<file path="config.mk">
export PLATFORM = sky130hd
export DESIGN_NAME = tug3_rx_sched_flat
export DESIGN_NICKNAME = d
export VERILOG_FILES = /design/src/rtl/tug3_rx_sched_if.sv /design/src/rtl/tug3_rx_sched.sv /design/src/flat_wrapper.sv
export SDC_FILE = /design/constraint.sdc
export NUM_CORES = 1
export LEC_CHECK = 0
export CAP_MARGIN = 0
export CORE_ASPECT_RATIO = 0.7
export CORE_MARGIN = 2
export CORE_UTILIZATION = 50
export DETAILED_ROUTE_END_ITERATION = 16
export HOLD_SLACK_MARGIN = 0.15
export PLACE_DENSITY = 0.76
export SYNTH_ARGS = -nofsm -noshare
export SYNTH_HDL_FRONTEND = slang
export SYNTH_SLANG_ARGS = --single-unit
export TNS_END_PERCENT = 30
</file>
<file path="constraint.sdc">
create_clock -name clk -period 5 [get_ports clk]
set_clock_uncertainty 0.2 [all_clocks]
set_input_delay 1.5 -clock clk [delete_from_list [all_inputs] [get_ports clk]]
set_output_delay 1.5 -clock clk [all_outputs]
set_load 0.005 [all_outputs]
</file>
<file path="src/rtl/tug3_rx_sched_if.sv">
`default_nettype none
// ============================================================================
//  Module   : tug3_rx_sched_if
//  Brief    : VC-4 byte input bus and TUG-3 demux output bus of tug3_rx_sched.
//  Revision : 1.0  initial release
// ============================================================================
interface tug3_rx_sched_if #(
    parameter int WIDTH = 8
);
    logic             vc4_vld;
    logic             vc4_sof;
    logic [WIDTH-1:0] vc4_din;
    logic [2:0]       tug_en;
    logic [2:0]       tug_sof;
    logic [WIDTH-1:0] tug_dout;
    logic             poh_vld;

    modport master (
        output vc4_vld, vc4_sof, vc4_din,
        input  tug_en, tug_sof, tug_dout, poh_vld
    );

    modport slave (
        input  vc4_vld, vc4_sof, vc4_din,
        output tug_en, tug_sof, tug_dout, poh_vld
    );
endinterface
`default_nettype wire

</file>
<file path="src/rtl/tug3_rx_sched.sv">
`default_nettype none
// ============================================================================
//  Module   : tug3_rx_sched
//  Brief    : VC-4 row/column tracker that demuxes the payload into three
//             byte-interleaved TUG-3 streams, with J1 flywheel and realign.
//  Revision : 1.0  initial release
// ============================================================================
module tug3_rx_sched #(
    parameter int WIDTH    = 8,
    parameter int NCOL     = 261,
    parameter int NROW     = 9,
    parameter int MISS_MAX = 3
) (
    input  wire logic        clk,
    input  wire logic        rst,
    tug3_rx_sched_if.slave   bus,
    input  wire logic [2:0]  i_tug_mask,
    output logic             o_frm_err,
    output logic             o_in_sync
);
    localparam int c_COL_W  = $clog2(NCOL);
    localparam int c_ROW_W  = $clog2(NROW);
    localparam int c_MISS_W = $clog2(MISS_MAX + 1);

    localparam logic [c_COL_W-1:0]  c_LAST_COL  = c_COL_W'(NCOL - 1);
    localparam logic [c_COL_W-1:0]  c_FIRST_TUG = c_COL_W'(3);
    localparam logic [c_ROW_W-1:0]  c_LAST_ROW  = c_ROW_W'(NROW - 1);
    localparam logic [c_MISS_W-1:0] c_MISS_LAST = c_MISS_W'(MISS_MAX - 1);

    typedef enum logic [0:0] {
        S_HUNT = 1'b0,
        S_SYNC = 1'b1
    } state_t;

    state_t               r_state, w_state;
    logic [c_COL_W-1:0]   r_col, w_col, w_ecol;
    logic [c_ROW_W-1:0]   r_row, w_row, w_erow;
    logic [1:0]           r_phase, w_phase, w_ph_cur;
    logic [c_MISS_W-1:0]  r_miss, w_miss;
    logic [2:0]           r_mask_q, w_mask_q;
    logic [2:0]           r_tug_en, w_en;
    logic [2:0]           r_tug_sof, w_sof;
    logic [WIDTH-1:0]     r_tug_dout;
    logic                 r_poh_vld, w_poh;
    logic                 r_frm_err, w_err;
    logic                 w_emit;
    logic                 w_at_j1;

    assign w_at_j1 = (r_col == '0) && (r_row == '0);

    always_ff @(posedge clk or posedge rst) begin
        if (rst) begin
            r_state <= S_HUNT;
        end else begin
            r_state <= w_state;
        end
    end

    // w_ecol/w_erow is the position this byte is treated as: the tracked
    // position, or (0,0) when a sof locks or realigns the counters.
    always_comb begin
        w_state  = r_state;
        w_col    = r_col;
        w_row    = r_row;
        w_phase  = r_phase;
        w_miss   = r_miss;
        w_mask_q = r_mask_q;
        w_en     = 3'b000;
        w_sof    = 3'b000;
        w_poh    = 1'b0;
        w_err    = 1'b0;
        w_emit   = 1'b0;
        w_ecol   = r_col;
        w_erow   = r_row;
        w_ph_cur = r_phase;
        if (bus.vc4_vld) begin
            case (r_state)
                S_HUNT: begin
                    if (bus.vc4_sof) begin
                        w_state = S_SYNC;
                        w_emit  = 1'b1;
                        w_ecol  = '0;
                        w_erow  = '0;
                        w_miss  = '0;
                    end
                end
                S_SYNC: begin
                    w_emit = 1'b1;
                    if (bus.vc4_sof) begin
                        w_miss = '0;
                        if (!w_at_j1) begin
                            w_err  = 1'b1;
                            w_ecol = '0;
                            w_erow = '0;
                        end
                    end else if (w_at_j1) begin
                        w_err = 1'b1;
                        if (r_miss == c_MISS_LAST) begin
                            w_state = S_HUNT;
                            w_emit  = 1'b0;
                            w_miss  = '0;
                        end else begin
                            w_miss = r_miss + c_MISS_W'(1);
                        end
                    end
                end
                default: w_state = S_HUNT;
            endcase

            if (w_emit) begin
                if (w_ecol == '0) begin
                    w_poh = 1'b1;
                    if (w_erow == '0) begin
                        w_mask_q = i_tug_mask;
                        w_sof    = i_tug_mask;
                    end
                end else if (w_ecol >= c_FIRST_TUG) begin
                    w_ph_cur = (w_ecol == c_FIRST_TUG) ? 2'd0 : r_phase;
                    w_en     = (3'b001 << w_ph_cur) & r_mask_q;
                    w_phase  = (w_ph_cur == 2'd2) ? 2'd0 : w_ph_cur + 2'd1;
                end
                if (w_ecol == c_LAST_COL) begin
                    w_col = '0;
                    w_row = (w_erow == c_LAST_ROW) ? '0 : w_erow + c_ROW_W'(1);
                end else begin
                    w_col = w_ecol + c_COL_W'(1);
                    w_row = w_erow;
                end
            end
        end
    end

    always_ff @(posedge clk or posedge rst) begin
        if (rst) begin
            r_col      <= '0;
            r_row      <= '0;
            r_phase    <= 2'd0;
            r_miss     <= '0;
            r_mask_q   <= 3'b000;
            r_tug_en   <= 3'b000;
            r_tug_sof  <= 3'b000;
            r_tug_dout <= '0;
            r_poh_vld  <= 1'b0;
            r_frm_err  <= 1'b0;
        end else begin
            r_col     <= w_col;
            r_row     <= w_row;
            r_phase   <= w_phase;
            r_miss    <= w_miss;
            r_mask_q  <= w_mask_q;
            r_tug_en  <= w_en;
            r_tug_sof <= w_sof;
            r_poh_vld <= w_poh;
            r_frm_err <= w_err;
            if (bus.vc4_vld) begin
                r_tug_dout <= bus.vc4_din;
            end
        end
    end

    assign bus.tug_en   = r_tug_en;
    assign bus.tug_sof  = r_tug_sof;
    assign bus.tug_dout = r_tug_dout;
    assign bus.poh_vld  = r_poh_vld;
    assign o_frm_err    = r_frm_err;
    assign o_in_sync    = (r_state == S_SYNC);
endmodule
`default_nettype wire
</file>
<file path="src/flat_wrapper.sv">
// flat-port wrapper written by rule: the top's interface ports become plain ports
module tug3_rx_sched_flat 
#(
    parameter int WIDTH    = 8,
    parameter int NCOL     = 261,
    parameter int NROW     = 9,
    parameter int MISS_MAX = 3
)
  (clk, rst, i_tug_mask, o_frm_err, o_in_sync, bus_vc4_vld, bus_vc4_sof, bus_vc4_din, bus_tug_en, bus_tug_sof, bus_tug_dout, bus_poh_vld);
  tug3_rx_sched_if #(.WIDTH(WIDTH)) bus_i ();
  input  wire logic clk;
  input  wire logic rst;
  input  wire logic [2:0] i_tug_mask;
  output logic o_frm_err;
  output logic o_in_sync;
  input wire logic [$bits(bus_i.vc4_vld)-1:0] bus_vc4_vld;
  input wire logic [$bits(bus_i.vc4_sof)-1:0] bus_vc4_sof;
  input wire logic [$bits(bus_i.vc4_din)-1:0] bus_vc4_din;
  output wire logic [$bits(bus_i.tug_en)-1:0] bus_tug_en;
  output wire logic [$bits(bus_i.tug_sof)-1:0] bus_tug_sof;
  output wire logic [$bits(bus_i.tug_dout)-1:0] bus_tug_dout;
  output wire logic [$bits(bus_i.poh_vld)-1:0] bus_poh_vld;
  assign bus_i.vc4_vld = bus_vc4_vld;
  assign bus_i.vc4_sof = bus_vc4_sof;
  assign bus_i.vc4_din = bus_vc4_din;
  assign bus_tug_en = bus_i.tug_en;
  assign bus_tug_sof = bus_i.tug_sof;
  assign bus_tug_dout = bus_i.tug_dout;
  assign bus_poh_vld = bus_i.poh_vld;
  tug3_rx_sched #(.WIDTH(WIDTH), .NCOL(NCOL), .NROW(NROW), .MISS_MAX(MISS_MAX)) u_core (.clk(clk), .rst(rst), .bus(bus_i), .i_tug_mask(i_tug_mask), .o_frm_err(o_frm_err), .o_in_sync(o_in_sync));
endmodule
</file>
Word-level counts from Yosys, hierarchy flattened
Index checks and enable logic that the tools add are counted.

Input port bits: 15. Memories kept: 0. Output and inout port bits: 17. Memory bits (read-only): 0. Logic and storage cells: 78. Bits in latches: 0. Memory bits (writable): 0. Register bits after elaboration: 37.

Reduce and logical (&&, ||, !) cells: 9. Mux-type cells: 42. Divide/modulo/power cells: 0. Add/subtract/negate cells: 4. Equality and inequality tests: 7. Magnitude comparators: 1. Shift-type cells: 1. Bitwise logic cells: 3. Multipliers: 0.

Operators with widths (number): $mux 9 (5); $mux 3 (8); $mux 4 (6); $logic_not 9->1 (2); $pmux 9 s2 (1); $mux 1 (13); $mux 2 (6); $add 9x1->9 const B (1); $eq 9x2->1 const B (1); $eq 9x9->1 const B (1); $ge 9x2->1 const B (1); $logic_not 4->1 (2); $pmux 4 s2 (1); $reduce_and 4->1 (2); $add 2x1->2 const B (2); $add 4x1->4 const B (1); $eq 2x2->1 const B (2); $eq 4x4->1 const B (1); $pmux 2 s2 (1); $and 3x3->3 (1); $ne 3x3->1 const B (1); $reduce_and 3->1 (1); $shl 1x2->3 const A (1); $ne 2x2->1 const B (1); 4 further kinds (5).

Depth between registers and ports, before layout
Word-level depth: 14. Mapped depth: 11. Depth with buffers taken out: 8.

Least setup slack after synthesis
No wires, ideal clock.

Path type: input to register. Start: input bus_vc4_sof. End: register u_core.r_col[3]. Data arrival time: 3.316 ns. Path buffers: 3. Library setup time: 0.065 ns. Slack: 1.418 ns. Data required time: 4.735 ns. Cell stages on the path: 10. Cells stage by stage: buf_2 -> clkbuf_1 -> nor2b_1 -> inv_1 -> ha_1 -> and4b_1 -> and3_1 -> clkbuf_1 -> or4_1 -> nand2_1.

Longest elaborated chain between the ends: 5. Elaborated cells between the ends (all ways): 12. Classes of those cells: add/sub: 1; eq/ne: 1; mux: 9; reduce/logical: 1.

Ends and longest elaborated chain: start: declaration (RTL line flat_wrapper.sv:17) `input wire logic [$bits(bus_i.vc4_sof)-1:0] bus_vc4_sof;`; $mux 9, on equally long branches (RTL line tug3_rx_sched.sv:89, tug3_rx_sched.sv:79); $pmux 9 s2 (RTL line tug3_rx_sched.sv:77) `case (r_state)`; $mux 9 (RTL line tug3_rx_sched.sv:76) `if (bus.vc4_vld) begin`; $add 9x1->9 / $eq 9x9->1 (equally long branches) (RTL line tug3_rx_sched.sv:126, tug3_rx_sched.sv:122); $mux 9 (RTL line tug3_rx_sched.sv:122) `if (w_ecol == c_LAST_COL) begin`; end signal: assignment (RTL line tug3_rx_sched.sv:146) `r_col <= w_col;`; end: declaration (RTL line tug3_rx_sched.sv:36) `logic [c_COL_W-1:0] r_col, w_col, w_ecol;`.

Several ways; a longest one is shown, not always the timed one. The select of a mux whose other input is x is not followed. A chain may end at the register's enable or synchronous reset.

Worst setup path in the final report
Same ends and word-level chain as after synthesis.

==> impl_metrics.py <==
metrics = {
    "placed_design": {
        "place_inst": 250,
        "place_congestion": 0.906,
        "portBuffers": 31,
        "post-dp-hpwl_mm": 2.95,
        "placed_area_um2": 2210,
    },
    "final_layout": {
        "drive_gt1_frac": 0.121,
        "fill_cells": 280,
        "diodes": 0,
        "syn2layout_area_growth_pct": 22.8,
        "stdcell_area_um2": 2280,
        "layout.cells.non_filler": 256,
        "nets": 227,
    },
    "detailed_routing": {
        "vias": 1450,
        "via_per_inst": 5.66,
        "wirelength_mm": 4.07,
        "dr.first_iter.drc_count": 190,
        "wl_per_cell_um": 15.9,
        "antenna_left": 0,
        "drc": 0,
        "first_pass_iters": 4,
    },
    "synthesis": {
        "post_synth_num_cell_types": 45,
        "synth_compound_area_frac": 0.160,
        "syn-num-nets": 195,
        "synth_simple_gate_area_frac": 0.186,
        "muxShareOfSynthArea": 0.0836,
        "synth_cells": 175,
        "synth-xor-area-share": 0,
        "synth_area_um2": 1860,
        "ys_seq_area_frac": 0.499,
        "ys.flop_type": "dfrtp_1",
        "avgSynthCellArea_um2": 10.6,
        "synthAdderAreaFrac": 0.0337,
        "synth_most_common_cell": "dfrtp_1",
        "async_flop_share": 1.00,
        "synth_top_family_by_area": "simple AND/OR/NAND/NOR gates",
        "yosysTopAreaCellShare": 0.499,
        "synth_common_cells": "dfrtp_1, nand2_1, o21ai_0, inv_1, nor2_1",
        "synth_seq_cells": 37,
        "synth_edf_count": 0,
        "synth_area_leaders": "dfrtp_1, mux2_2, o21ai_0, ha_1, o31ai_1",
        "synth_area_leader_cell": "dfrtp_1",
        "yosysWarnings": 0,
    },
    "global_route": {
        "grt_max_degree": 38,
        "grt_pass1_vias": 1389,
        "grt_overflow": 0,
        "grt_pass1_wl_mm": 6.79,
        "antenna_found_initial": 0,
        "grt.total_usage": 0.215,
    },
    "worst_setup_path": {
        "arrival_ns": 3.95,
        "crit_fanout": 17,
        "crit_path_top_delay_cell": "clkdlybuf4s50_1",
        "start_kind": "input pin",
        "criticalPathCategory": "input pin to flip-flop",
        "end_kind": "flip-flop",
        "required_ns": 5.02,
        "slowest_delay_ns": 0.73,
        "worstPathCellList": "clkdlybuf4s50_1, nor2b_1, inv_1, ha_1, and4b_1, and3_1, or4_1, nand2_1",
    },
    "clocking": {
        "clockRootBuffer": "clkbuf_8",
        "clkSinkCount": 37,
        "cts-htree-levels": 2,
        "numCtsBuffers": 5,
        "insertion_delay_ns": 0.28,
        "holdBufCountCts": 0,
        "clk_pin_slew_ns": 0.07,
        "cts_tree": "done",
        "postCtsSetupBuffers": 0,
        "cts_resized": 0,
        "ctsLongestPathBuffers": 2,
    },
    "die": {
        "die_w_um": 76.8,
        "start_util": 0.525,
        "core_um2": 3540,
        "boundaryPins": 32,
        "dieArea_um2": 4220,
        "die_h_um": 55.0,
        "num_rows": 18,
    },
    "timing": {
        "finalSetupTns_ns": 0,
        "finalSetupViolations": 0,
        "rsz0062_at_grt": "false",
        "drv_slew": 0,
        "fin_crit_ns": 3.93,
        "final-hold-violation-count": 0,
        "fmax_mhz": 254,
        "worst_slew_pin_slew_ns": 0.758,
        "fin_crit_sh": 0.787,
        "slew_headroom": 0.495,
    },
    "hold_path": {
        "hold_path_class": "flip-flop to flip-flop",
    },
    "run_status": {
        "status": "finished, final reports clean",
    },
    "flow_run": {
        "drv_cap": 0,
    },
    "pwr": {
        "leakage_nw": 1.01,
        "power_density_nw_per_um2": 330,
        "peakVddDrop_mv": 0.275,
        "power.total_mw": 0.753,
    },
}
layout make-up:
class | instances | area [um^2] | share of cell area
sequential | 37 | 926 | 0.406
inverter | 11 | 41.3 | 0.0181
tap | 50 | 62.6 | 0.0274
multi-input combinational | 120 | 860 | 0.377
clock buffer | 5 | 68.8 | 0.0302
clock inverter | 1 | 5.00 | 0.00219
timing repair buffer | 32 | 318 | 0.139
critical path, delay by kind of cell:
kind | cells | cell delay [ns]
fa+ha+maj | 1 | 0.23
simple gates | 5 | 1.41
buf+inv | 2 | 0.80
state kept, by name, summed over array words and instances (netlist names):
| name | cells |
|---|---|
| u_core.bus.tug_sof | 3 |
| u_core.r_row | 4 |
| u_core.o_frm_err | 1 |
| u_core.r_phase | 2 |
| u_core.bus.poh_vld | 1 |
| u_core.r_col | 9 |
| u_core.bus.tug_en | 3 |
| u_core.r_miss | 2 |
| u_core.o_in_sync | 1 |
| u_core.r_mask_q | 3 |
| u_core.bus.tug_dout | 8 |
final timing paths:
path	start	end	slack, ns	depth (start not counted)
max	bus_vc4_sof	u_core.r_col[3]	1.07	8
min	u_core.r_phase[0]	u_core.bus.tug_en[2]	0.31	1
max reg2reg	u_core.r_row[2]	u_core.r_mask_q[2]	2.34	5
min reg2reg	u_core.r_phase[0]	u_core.bus.tug_en[2]	0.31	1
max in group asynchronous	rst	u_core.r_row[2]	2.85	3
min in group asynchronous	rst	u_core.bus.tug_sof[0]	1.43	3
per-layer routing:
layer	share of wire	global-route usage	wire length, um
met5	0	0	0
met2	0.47	0.370	1930
met3	0.070	0.0552	287
met4	0.0047	0.0545	19
met1	0.45	0.279	1830
per-stage QoR:
step | utilization | hold WS [ns] | setup WS, ns
floorplan | - | 0.260 | 1.42
detailed placement | 0.624 | 0.296 | 0.842
global placement | 0.624 | 0.288 | 0.922
CTS | 0.645 | 0.310 | 1.12
global route | 0.645 | 0.324 | 0.909
finish | 0.645 | 0.306 | 1.07
kinds of logic (layout without fill, tap and decap cells):
kind of cell               count (synthesis)  in the layout
buffers and inverters                     18             49
DFF                                       37             37
adders and majority gates                  5              5
AOI/OAI and AO/OA                         42             42
muxes                                     13             13
and+or+nand+nor                           60             60
report_power, final:
group / internal [mW] / leakage, nW / switching (mW)
clock: 0.0915 / 0.0399 / 0.0929
sequential: 0.343 / 0.477 / 0.0423
combinational: 0.0995 / 0.489 / 0.0843
placed cells by master (no fill, tap or decap), types with 2 or more instances in the layout:
cell type        count
clkdlybuf4s50_1     31
nor4_2               2
nand2b_1             2
a22o_1               3
nand2_1             15
inv_1               11
nand3_1              7
and2_1               3
nor3b_1              2
o22ai_1              2
o21ai_0             13
o31ai_1              8
ha_1                 5
mux2_2               8
mux2_4               3
mux2i_1              2
nor2_1              10
and3_1               6
nor2b_1              2
clkbuf_8             5
a21oi_1              4
dfrtp_1             37
(Power assumes the default switching activity.)
==> RTL change, RTL diff (same settings) <==
Remove the register `r_frm_err`: a continuous assignment takes its place, so the output `o_frm_err` follows one clock earlier.
--- a/src/rtl/tug3_rx_sched.sv
+++ b/src/rtl/tug3_rx_sched.sv
@@ -141,7 +141,6 @@
             r_tug_sof  <= 3'b000;
             r_tug_dout <= '0;
             r_poh_vld  <= 1'b0;
-            r_frm_err  <= 1'b0;
         end else begin
             r_col     <= w_col;
             r_row     <= w_row;
@@ -151,12 +150,13 @@
             r_tug_en  <= w_en;
             r_tug_sof <= w_sof;
             r_poh_vld <= w_poh;
-            r_frm_err <= w_err;
             if (bus.vc4_vld) begin
                 r_tug_dout <= bus.vc4_din;
             end
         end
     end
+
+    assign r_frm_err = w_err;
 
     assign bus.tug_en   = r_tug_en;
     assign bus.tug_sof  = r_tug_sof;
Function: changed (a bounded check fails within 4 cycles, from zero or initial values and one cycle with rst high).
==> RTL change against the original RTL <==
- cell area is 0.77% higher
- global-route usage is 0.60 points lower
- die area stayed put
- largest cell class unchanged
- critical path depth is 3 lower
- maximum frequency is 16% lower
- highest routed layer unchanged
- synthesized area stayed put
- wire length is 2.6% lower
- setup slack worse by 760 ps
- critical path type is now input pin to output port
- count of clock-buffer cells in the layout stayed put
- largest power group unchanged
- total power is 0.73% lower
- sequential cell count is 1 lower
==> RTL change: results (changes against the original RTL) <==
Global Route Usage Sum 20.9% (was 21.5%); Combinational Power Share 23.4% (was 24.4%); max incr delay on CP 490 ps (was 730 ps); Slew Limit Fails 0 (unchanged); Avg WL per Cell 15.3 µm (was 15.9 µm); vias in the first global route 1,428 (was 1,389); initial antenna violation count 0 (unchanged); VDD IR-drop max 0.200 mV (was 0.275 mV); Slew HR 61.2% (was 49.5%); average cell area after synthesis 10.7 µm² (was 10.6 µm²); wire length on met2 1.90 mm (was 1.93 mm); asr flop ratio synth 100% (unchanged); Clk Latency, worst-skew pair 290 ps; grt met3 use 6.98% (was 5.52%); Post-Layout Cell Count 259 (was 256); routability cong. 0.818 (was 0.906); CP max FO 4 (was 17); max reg flops 9 (unchanged); Data arrival, critical path 3000 ps (was 3950 ps); Crit-path slowest cell clkdlybuf4s50_1 (unchanged); CTS resizes 0 (unchanged); grt met1 use 27.4% (was 27.9%); sequential area share after synthesis 48.5% (was 49.9%); share of cells above drive strength 1 14.4% (was 12.1%); DP HPWL 2.88 mm (was 2.95 mm); Leakage 0.991 nW (was 1.01 nW); Num CTS Buffers 5 (unchanged); maximum number of pins on one net before global-route repair 32 (was 38); P_sw 0.000222 W (was 0.000220 W); synth cell count leaders dfrtp_1 (36), o21ai_0 (16), nand2_1 (13) (was dfrtp_1 (37), nand2_1 (15), o21ai_0 (13)); Reg power frac 49.1% (was 51.1%); Distinct cells, synth 47 (was 45); n_diodes 0 (unchanged); first-pass GRT wire length 6.64 mm (was 6.79 mm); DRT Pass-1 Iters 4 (unchanged); Placed Area 0.00221 mm² (about the same); dpl ws 314 ps (was 842 ps); Cell Count Post-Placement 251 (was 250); P_int 0.000526 W (was 0.000534 W); status completed (unchanged); port bufs 31 (unchanged); Post-Syn Nets 194 (was 195); synth top area cells dfrtp_1 (49%), mux2_2 (5.5%), o21ai_0 (4.3%), ha_1 (3.4%), nand2_1 (2.6%) (was dfrtp_1 (50%), mux2_2 (4.9%), o21ai_0 (3.5%), ha_1 (3.4%), o31ai_1 (3.2%)); nets@finish 228 (was 227); global-route met2 utilization 33.9% (was 37.0%); via/cell ratio 5.69 (was 5.66); WL met3 215 µm (was 287 µm); met1 wire length 1.82 mm (was 1.83 mm); First DRT Iteration DRCs 81 (was 190)
==> RTL change: cell count changes in the layout (fill, tap and decap cells not counted), moves of 2 or more <==
cell,delta
a21o_1,+3
o31ai_1,-4
clkinvlp_4,+2
nor3_1,+3
o22ai_1,-2
a22o_1,-2
buf_4,+2
nand2_1,-2
o21ai_0,+3
and3_1,-3
a21oi_1,+2
==> RTL change: logic make-up (layout without fill, tap and decap cells) <==
logic type,Yosys count,in the layout,share of synthesized area (%)
AO/OA/AOI/OAI,42,42,15.3
adder cells (fa/ha/maj),5,5,3.37
buffers and inverters,17,52,4.51
flip-flops,36,36,48.5
multiplexers,13,13,8.42
AND/OR/NAND/NOR,61,61,19.9
==> RTL change: final timing paths <==
kind / cells after the start / slack, ps / to / start
max: 5 / 300 / o_frm_err / bus_vc4_sof
min: 1 / 310 / u_core.bus.tug_dout[6] / u_core.bus.tug_dout[6]
max reg2reg: 7 / 2560 / u_core.r_row[2] / u_core.r_col[1]
min reg2reg: 1 / 310 / u_core.bus.tug_dout[6] / u_core.bus.tug_dout[6]
max in group asynchronous: 3 / 2750 / u_core.r_miss[0] / rst
min in group asynchronous: 2 / 1200 / u_core.bus.tug_sof[2] / rst
==> RTL change: final cells by class <==
cell class	instances	area (µm²)
multi-input combinational	121	872
inverter	10	37.5
clock buffer	5	68.8
timing repair buffer	34	333
fill	293	1240
clock inverter	3	23.8
sequential	36	901
tap	50	62.6
==> RTL change: worst max-delay path: cells and delay by family <==
kind / cells / cell delay [ps]
fa+ha+maj: 1 / 290
buf+inv: 3 / 1060
simple gates: 1 / 150
